[config.mk]
export PLATFORM = sky130hd
export DESIGN_NAME = neurosync_serial_rx_flat
export DESIGN_NICKNAME = d
export VERILOG_FILES = /design/src/rtl/neurosync_serial_pkg.sv /design/src/rtl/neurosync_serial_rx_if.sv /design/src/rtl/neurosync_baud_counter.sv /design/src/rtl/neurosync_serial_rx.sv /design/src/flat_wrapper.sv
export SDC_FILE = /design/constraint.sdc
export NUM_CORES = 1
export LEC_CHECK = 0
export ABC_AREA = 1
export CORE_ASPECT_RATIO = 1.75
export CORE_MARGIN = 2
export CORE_UTILIZATION = 51
export DETAILED_ROUTE_END_ITERATION = 7
export GPL_TIMING_DRIVEN = 1
export MAX_ROUTING_LAYER = met4
export PLACE_DENSITY = 0.75
export SLEW_MARGIN = 20
export SYNTH_ARGS = -nofsm -noshare
export SYNTH_HDL_FRONTEND = slang
export SYNTH_SLANG_ARGS = --single-unit
export TNS_END_PERCENT = 5
[constraint.sdc]
create_clock -name clock -period 1.5 [get_ports clock]
set_input_delay 0.15 -clock clock [delete_from_list [all_inputs] [get_ports clock]]
set_output_delay 0.15 -clock clock [all_outputs]
set_load 0.05 [all_outputs]
[src/rtl/neurosync_serial_pkg.sv]
`default_nettype none
// ============================================================================
// neurosync_serial_pkg : state codes and 7E2 frame constants for the NeuroSync link
// Revision: 1.0
// ============================================================================
package neurosync_serial_pkg;

  localparam int c_bit_div     = 434;   // 50 MHz / 115200
  localparam int c_data_bits   = 7;
  localparam int c_stop_bits   = 2;
  localparam bit c_even_parity = 1'b1;

  typedef enum logic [2:0] {
    OCIOSO   = 3'd0,
    INICIO   = 3'd1,
    DADOS    = 3'd2,
    PARIDADE = 3'd3,
    PARADA   = 3'd4,
    ENTREGA  = 3'd5
  } rx_state_t;

endpackage
`default_nettype wire

[src/rtl/neurosync_serial_rx_if.sv]
`default_nettype none
// ============================================================================
// neurosync_serial_rx_if : serial line and holding-register handshake bundle
// Revision: 1.0
// ============================================================================
interface neurosync_serial_rx_if #(
  parameter int DATA_BITS = 7
) ();
  logic                 rx;
  logic                 limpa;
  logic [DATA_BITS-1:0] dado;
  logic                 pronto;
  logic                 tem_dado;
  logic                 erro_paridade;
  logic                 erro_frame;
  logic                 overrun;
  logic [2:0]           db_estado;

  // master drives the line and consumes characters; slave is the receiver
  modport master (
    output rx, limpa,
    input  dado, pronto, tem_dado, erro_paridade, erro_frame, overrun, db_estado
  );

  modport slave (
    input  rx, limpa,
    output dado, pronto, tem_dado, erro_paridade, erro_frame, overrun, db_estado
  );
endinterface
`default_nettype wire

[src/rtl/neurosync_baud_counter.sv]
`default_nettype none
// ============================================================================
// neurosync_baud_counter : free-running bit timer with clear, half/full ticks
// Revision: 1.0
// ============================================================================
module neurosync_baud_counter #(
  parameter int BIT_DIV = 434
) (
  input  wire logic clock,
  input  wire logic reset,
  input  wire logic clr,
  output logic      half,
  output logic      full
);
  localparam int CW = (BIT_DIV > 1) ? $clog2(BIT_DIV) : 1;

  logic [CW-1:0] tick_cnt_q, tick_cnt_d;

  assign half = (tick_cnt_q == CW'(BIT_DIV/2 - 1));
  assign full = (tick_cnt_q == CW'(BIT_DIV - 1));

  always_comb begin
    tick_cnt_d = tick_cnt_q + CW'(1);
    if (clr || full) tick_cnt_d = '0;
  end

  always_ff @(posedge clock or posedge reset) begin
    if (reset) tick_cnt_q <= '0;
    else       tick_cnt_q <= tick_cnt_d;
  end
endmodule
`default_nettype wire

[src/rtl/neurosync_serial_rx.sv]
`default_nettype none
// ============================================================================
// neurosync_serial_rx : UART receiver (start, data LSB-first, even parity, stops)
// Revision: 1.0
// ============================================================================
module neurosync_serial_rx
  import neurosync_serial_pkg::*;
#(
  parameter int BIT_DIV   = c_bit_div,
  parameter int DATA_BITS = c_data_bits,
  parameter int STOP_BITS = c_stop_bits
) (
  input  wire logic            clock,
  input  wire logic            reset,
  neurosync_serial_rx_if.slave bus
);
  rx_state_t            state_q, state_d;
  logic [1:0]           sync_q, sync_d;
  logic [3:0]           bit_idx_q, bit_idx_d;
  logic [DATA_BITS-1:0] shift_q, shift_d;
  logic                 par_err_q, par_err_d;
  logic                 fr_err_q, fr_err_d;
  logic [DATA_BITS-1:0] dado_q, dado_d;
  logic                 erro_par_q, erro_par_d;
  logic                 erro_fr_q, erro_fr_d;
  logic                 pronto_q, pronto_d;
  logic                 tem_dado_q, tem_dado_d;
  logic                 overrun_q, overrun_d;

  logic w_rx_s;
  logic w_cnt_clr;
  logic w_half;
  logic w_full;

  assign w_rx_s = sync_q[1];

  neurosync_baud_counter #(.BIT_DIV(BIT_DIV)) u_baud (
    .clock (clock),
    .reset (reset),
    .clr   (w_cnt_clr),
    .half  (w_half),
    .full  (w_full)
  );

  always_comb begin
    state_d    = state_q;
    sync_d     = {sync_q[0], bus.rx};
    bit_idx_d  = bit_idx_q;
    shift_d    = shift_q;
    par_err_d  = par_err_q;
    fr_err_d   = fr_err_q;
    dado_d     = dado_q;
    erro_par_d = erro_par_q;
    erro_fr_d  = erro_fr_q;
    pronto_d   = 1'b0;
    tem_dado_d = tem_dado_q;
    overrun_d  = overrun_q;
    w_cnt_clr  = 1'b0;

    if (bus.limpa) begin
      tem_dado_d = 1'b0;
      overrun_d  = 1'b0;
    end

    case (state_q)
      OCIOSO: begin
        if (!w_rx_s) begin
          state_d   = INICIO;
          w_cnt_clr = 1'b1;
          bit_idx_d = 4'd0;
        end
      end
      INICIO: begin
        // Re-arm the timer at mid start bit so every later full tick is mid-bit
        if (w_half) begin
          w_cnt_clr = 1'b1;
          if (w_rx_s) begin
            state_d = OCIOSO;
          end else begin
            state_d   = DADOS;
            par_err_d = 1'b0;
            fr_err_d  = 1'b0;
          end
        end
      end
      DADOS: begin
        if (w_full) begin
          shift_d   = (shift_q >> 1) | (DATA_BITS'(w_rx_s) << (DATA_BITS - 1));
          bit_idx_d = bit_idx_q + 4'd1;
          if (bit_idx_q == 4'(DATA_BITS - 1)) begin
            bit_idx_d = 4'd0;
            state_d   = PARIDADE;
          end
        end
      end
      PARIDADE: begin
        if (w_full) begin
          par_err_d = ^{shift_q, w_rx_s};
          state_d   = PARADA;
        end
      end
      PARADA: begin
        if (w_full) begin
          if (!w_rx_s) fr_err_d = 1'b1;
          bit_idx_d = bit_idx_q + 4'd1;
          // Character and pronto become visible during the ENTREGA cycle
          if (bit_idx_q == 4'(STOP_BITS - 1)) begin
            state_d    = ENTREGA;
            pronto_d   = 1'b1;
            dado_d     = shift_q;
            erro_par_d = par_err_q;
            erro_fr_d  = fr_err_q | ~w_rx_s;
          end
        end
      end
      ENTREGA: begin
        // A limpa seen alongside pronto consumes the old character, not the new one
        state_d    = OCIOSO;
        tem_dado_d = 1'b1;
        overrun_d  = bus.limpa ? 1'b0 : (overrun_q | tem_dado_q);
      end
      default: state_d = OCIOSO;
    endcase
  end

  always_ff @(posedge clock or posedge reset) begin
    if (reset) begin
      state_q    <= OCIOSO;
      sync_q     <= 2'b11;
      bit_idx_q  <= 4'd0;
      shift_q    <= '0;
      par_err_q  <= 1'b0;
      fr_err_q   <= 1'b0;
      dado_q     <= '0;
      erro_par_q <= 1'b0;
      erro_fr_q  <= 1'b0;
      pronto_q   <= 1'b0;
      tem_dado_q <= 1'b0;
      overrun_q  <= 1'b0;
    end else begin
      state_q    <= state_d;
      sync_q     <= sync_d;
      bit_idx_q  <= bit_idx_d;
      shift_q    <= shift_d;
      par_err_q  <= par_err_d;
      fr_err_q   <= fr_err_d;
      dado_q     <= dado_d;
      erro_par_q <= erro_par_d;
      erro_fr_q  <= erro_fr_d;
      pronto_q   <= pronto_d;
      tem_dado_q <= tem_dado_d;
      overrun_q  <= overrun_d;
    end
  end

  assign bus.dado          = dado_q;
  assign bus.pronto        = pronto_q;
  assign bus.tem_dado      = tem_dado_q;
  assign bus.erro_paridade = erro_par_q;
  assign bus.erro_frame    = erro_fr_q;
  assign bus.overrun       = overrun_q;
  assign bus.db_estado     = state_q;
endmodule
`default_nettype wire

[src/flat_wrapper.sv]
// flat-port wrapper written by rule: the top's interface ports become plain ports
module neurosync_serial_rx_flat import neurosync_serial_pkg::*;
#(
  parameter int BIT_DIV   = c_bit_div,
  parameter int DATA_BITS = c_data_bits,
  parameter int STOP_BITS = c_stop_bits
)
  (clock, reset, bus_rx, bus_limpa, bus_dado, bus_pronto, bus_tem_dado, bus_erro_paridade, bus_erro_frame, bus_overrun, bus_db_estado);
  neurosync_serial_rx_if #(.DATA_BITS(DATA_BITS)) bus_i ();
  input  wire logic clock;
  input  wire logic reset;
  input wire logic [$bits(bus_i.rx)-1:0] bus_rx;
  input wire logic [$bits(bus_i.limpa)-1:0] bus_limpa;
  output wire logic [$bits(bus_i.dado)-1:0] bus_dado;
  output wire logic [$bits(bus_i.pronto)-1:0] bus_pronto;
  output wire logic [$bits(bus_i.tem_dado)-1:0] bus_tem_dado;
  output wire logic [$bits(bus_i.erro_paridade)-1:0] bus_erro_paridade;
  output wire logic [$bits(bus_i.erro_frame)-1:0] bus_erro_frame;
  output wire logic [$bits(bus_i.overrun)-1:0] bus_overrun;
  output wire logic [$bits(bus_i.db_estado)-1:0] bus_db_estado;
  assign bus_i.rx = bus_rx;
  assign bus_i.limpa = bus_limpa;
  assign bus_dado = bus_i.dado;
  assign bus_pronto = bus_i.pronto;
  assign bus_tem_dado = bus_i.tem_dado;
  assign bus_erro_paridade = bus_i.erro_paridade;
  assign bus_erro_frame = bus_i.erro_frame;
  assign bus_overrun = bus_i.overrun;
  assign bus_db_estado = bus_i.db_estado;
  neurosync_serial_rx #(.BIT_DIV(BIT_DIV), .DATA_BITS(DATA_BITS), .STOP_BITS(STOP_BITS)) u_core (.clock(clock), .reset(reset), .bus(bus_i));
endmodule
Word level (Yosys, flattened, before mapping) --
Index checks and enable logic that the tools add are counted.
Storage, ports and cells: flip-flop bits (word level) 39, input port bits 4, output and inout bits 15, logic and storage cells 82
Operators by class: add/subtract/negate cells 2, equality and inequality tests 18, mux-type cells 32, bitwise logic cells 4, reduce and logical (&&, ||, !) cells 13
Operator list (count):
- 3-bit two-way mux | 7
- 4-bit two-way mux | 4
- 3-bit one-hot mux with 5 select lines | 1
- 1-bit two-way mux | 14
- 2-bit inequality test, second input constant | 7
- 4-bit one-hot mux with 3 select lines | 1
- 9-bit by 1-bit adder with 9-bit output, second input constant | 1
- 9-bit by 8-bit == test with 1-bit output, second input constant | 1
- 9-bit == test, second input constant | 1
- 9-bit two-way mux | 1
- 4-bit AND reduction | 2
- 8-bit parity | 1
- 6-bit by 7-bit OR with 7-bit output | 1
- 7-bit AND reduction | 1
- 3-bit by 2-bit == test with 1-bit output, second input constant | 2
- 3-bit == test, second input constant | 2
- 1-bit one-hot mux with 2 select lines | 3
- 2-bit nonzero test | 3
- 5-bit AND reduction | 1
- 4-bit by 1-bit adder with 4-bit output, second input constant | 1
- 4-bit by 1-bit == test with 1-bit output, second input constant | 1
- 4-bit by 3-bit == test with 1-bit output, second input constant | 1
- 2-bit by 1-bit inequality test with 1-bit output, second input constant | 2
- 3-bit by 1-bit == test with 1-bit output, second input constant | 1
- 8 further kinds | 9

Depth between registers and ports, before layout --
depth in word-level cells 5, gate-level depth with buffers 10, depth with buffers taken out 10

By module --
Synthesis repeated with hierarchy kept, for this count alone.
Unflattened totals: cells, all modules 283, area total of the unflattened synthesis 2210.9 um2
Modules (own cells, without submodules):
- neurosync_serial_rx | instances 1, cells an instance 213, area an instance 1686.6 um2
- neurosync_baud_counter | instances 1, cells an instance 70, area an instance 524.3 um2

Worst setup path after synthesis --
No wires, ideal clock.
kind register -> register, start reg u_core.state_q[2], in the netlist u_core.bus.db_estado[2], end reg u_core.dado_q[0], in the netlist u_core.bus.dado[0], arrival 1.503 ns, setup slack -0.122 ns, stages on the path, launching flop included 7, period minus slack after synthesis 1.622 ns, cells stage by stage dfrtp_1 > nand2_1 > nor3_4 > inv_2 > buf_6 > nand2_2 > o21ai_2
Between the ends: longest elaborated chain between the ends 2
Ends and longest elaborated chain:
- start: declaration | RTL line neurosync_serial_rx.sv:17 | rx_state_t state_q, state_d;
- start signal: assignment | RTL line neurosync_serial_rx.sv:141 | state_q <= state_d;
- 3-bit == test | RTL line neurosync_serial_rx.sv:65 | case (state_q)
- 3-bit AND reduction (no source line)
- end signal: assignment | RTL line neurosync_serial_rx.sv:147 | dado_q <= dado_d;
- end: declaration | RTL line neurosync_serial_rx.sv:23 | logic [DATA_BITS-1:0] dado_q, dado_d;
No other way between the ends. A chain may end at the register's enable or synchronous reset.

Worst setup path after layout --
start reg u_core.u_baud.tick_cnt_q[1], end reg u_core.erro_fr_q, in the netlist u_core.bus.erro_frame
Between the ends: longest elaborated chain between the ends 2
Ends and longest elaborated chain:
- start: declaration | RTL line neurosync_baud_counter.sv:17 | logic [CW-1:0] tick_cnt_q, tick_cnt_d;
- start signal: assignment | RTL line neurosync_baud_counter.sv:29 | else tick_cnt_q <= tick_cnt_d;
- 9-bit == test | RTL line neurosync_baud_counter.sv:20 | assign full = (tick_cnt_q == CW'(BIT_DIV - 1));
- 3-bit AND reduction (no source line)
- end signal: assignment | RTL line neurosync_serial_rx.sv:149 | erro_fr_q <= erro_fr_d;
- end: declaration | RTL line neurosync_serial_rx.sv:25 | logic erro_fr_q, erro_fr_d;
No other way between the ends.

==> out/results.ini <==
[sta]
rsz0062_at_grt = yes
maxSlewHeadroom_pct = 83.8
min_period_ns = 1.47
slew_violations = 0
worstMarginPinSlew_ns = 0.243
min_period_over_period_pct = 97.8
fmax_ghz = 0.681
hold_ws_ns = 0.184
finalSetupViolCount = 0
finalHoldViolCount = 0
final.setup.tns_ns = 0
skew_ns = 0.0105

[placed_design]
placed_cells = 335
gp_congestion = 0.856
hpwl_mm = 3.00
portBuffers = 18

[layout]
num_antenna_cells = 0
drive_above_1_share_pct = 26.1
fillers = 335
final_nets = 308
fin_util_pct = 66.0
areaGrowthSynthToFinish_pct = 24.2
multiInputGateArea_sq_um = 1000
seq_area_sq_um = 985
fin_cells = 347

[synthesis]
synth_most_common_cell = nand2_1
synthFlopType = dfrtp_1
avgSynthCellArea_sq_um = 7.86
synth.cell_area_sq_um = 2070
synth_fa_ha_area_share_pct = 3.62
yosys.area.top_type = dfrtp_1
synth_common_cells = 88 x nand2_1, 37 x dfrtp_1, 36 x inv_1, 21 x nor2_1, 19 x nand3_1
synthDistinctLibCells = 28
yosysTopAreaCellShare_pct = 44.6
syn_inst = 264
async_reset_ff_share_pct = 100
synth-compound-area-share_pct = 8.62
synth-simple-area-share_pct = 30.6
synth_edf_count = 0
synth_area_leaders = dfrtp_1 45%, nand2_1 16%, inv_1 6.5%, nand3_1 4.6%, nor2_1 3.8%
yosys_warnings = 0
ys_seq_area_share_pct = 47.2
synth_seq_cells = 39
synth_top_family_by_area = simple AND/OR/NAND/NOR gates
synth-xor-area-share_pct = 2.11
synth_fp_nets = 274
synth_mux_area_share_pct = 0

[status]
status = finished, final reports clean

[power]
vdd_drop_max_mv = 0.837
leakagePower_uw = 0.00137
p_total_uw = 2000
p_per_area_nw_per_um2 = 775

[clocking]
htreeDepth = 2
clock-sinks = 39
cts_inserted_buffers = 5
cts_tree = built
clockBufferDepth = 2
cts-root-buf = clkbuf_8
clk_latency_ns = 0.30
clkTransAtPathRegs_ns = 0.09

[die]
rows = 30
die_h_microns = 88.4
dieArea_sq_um = 4610
pin_count = 19
core-area_sq_um = 3900
die_w_microns = 52.2
start_util_pct = 53.1

[critical_path]
path_class = flop to flop
end_kind = flop
cp.arrival_ns = 1.71
startpoint_type = flop
required_ns = 1.74
cp_max_fo = 5
timing.rr.start = u_core.u_baud.tick_cnt_q[1]
crit_path_start = u_core.u_baud.tick_cnt_q[1]

[drt]
first_iter_violations = 52
drt_pass1_iterations = 4
wl_mm = 4.18
num_vias = 1770
drc_errors = 0
post_drt_wl_per_cell_microns = 12.0
via_per_inst = 5.10
ant_nets = 0

[global_route]
grt_pass1_wl_mm = 6.79
track_usage_pct = 20.3
grt_max_degree = 40
grt_remaining_overflow = 0
grt_pass1_vias = 1654
antenna_found_initial = 0

[flow_run]
cap_viol_max_count = 0

[min_path]
hold_path_class = primary input to asynchronous set/reset pin

[logic make-up (layout without fill, tap and decap cells)]
| kind of cell | Yosys count | after routing |
|---|---|---|
| flops | 39 | 39 |
| compound gates | 28 | 28 |
| buf+inv | 41 | 76 |
| simple gates | 145 | 145 |
| xor+xnor | 5 | 5 |
| fa+ha+maj | 6 | 6 |
[power by group]
group,internal (uW),leakage [uW],switching [uW]
Clock,504,0.0000587,393
Sequential,1060,0.000516,2.10
Combinational,15.0,0.000794,27.9
Total,1570,0.00137,423
[layout by cell type, fill, tap and decap left out, types with 4 or more instances in the layout]
master and count:
dfrtp_2 5, nor2_2 4, ha_1 5, nand2_2 8, o21ai_1 6, xor2_1 5, inv_1 34, dfrtp_1 32
nand2_1 81, inv_2 4, nand3_1 17, buf_4 21, clkbuf_8 5, o21ai_0 7, o21ai_2 7, nor2_1 17
[layer usage]
metal	global-route usage, %	share of wire (%)
met5	-	0
met4	12.1	3.5
met3	4.56	2.8
met2	36.5	57
met1	18.9	37
[critical path: stages (launching register included)]
cell	delay (ns)
dfrtp_1	0.40
inv_2	0.08
ha_4	0.13
nand2_4	0.05
nor2_4	0.10
nand2_4	0.08
nor3_4	0.17
buf_6	0.17
buf_6	0.11
o21ai_1	0.06
nand2_1	0.06
[timing repair]
action,4_1_cts,5_1_grt
gates cloned,0,1
hold endpoints to repair,0,0
buffers inserted,0,3
hold buffers,0,0
endpoints found under the setup margin,8,34
gates resized for setup,3,28
pin swaps,0,6
[flip-flops by register name, indices dropped and copies added (netlist names), 2 cells and up]
signal                    cells
u_core.bus.db_estado          3
u_core.bit_idx_q              4
u_core.shift_q                7
u_core.sync_q                 2
u_core.bus.dado               7
u_core.u_baud.tick_cnt_q      9
[worst paths after layout]
path / end / slack, ns / cells past startpoint
worst max-delay path: u_core.bus.erro_frame / 0.03 / 10
worst min-delay path: u_core.bus.dado[1] / 0.18 / 3
worst max register to register: u_core.bus.erro_frame / 0.03 / 10
worst min register to register: u_core.sync_q[1] / 0.36 / 0
max in group asynchronous: u_core.sync_q[1] / 1.04 / 3
min in group clock: u_core.sync_q[0] / 0.26 / 1
[per-stage QoR]
step,cell area [sq um],setup slack (ns)
final,2580,0.0326
after global routing,2580,-0.0486
after CTS,2470,-0.00455
after detailed placement,2340,-0.0339
after global placement,2340,0.0209
after floorplan,2080,0.00751
[area by class of cell]
| cell class | count | share of cell area (%) |
|---|---|---|
| tap | 48 | 2.33 |
| timing repair buffer | 28 | 9.71 |
| clock buffer | 5 | 2.67 |
| multi-input combinational | 184 | 38.9 |
| clock inverter | 3 | 1.84 |
| sequential | 39 | 38.2 |
| timing repair inverter | 1 | 0.340 |
| inverter | 39 | 5.97 |
No activity file was read; power rests on OpenSTA's default activity.
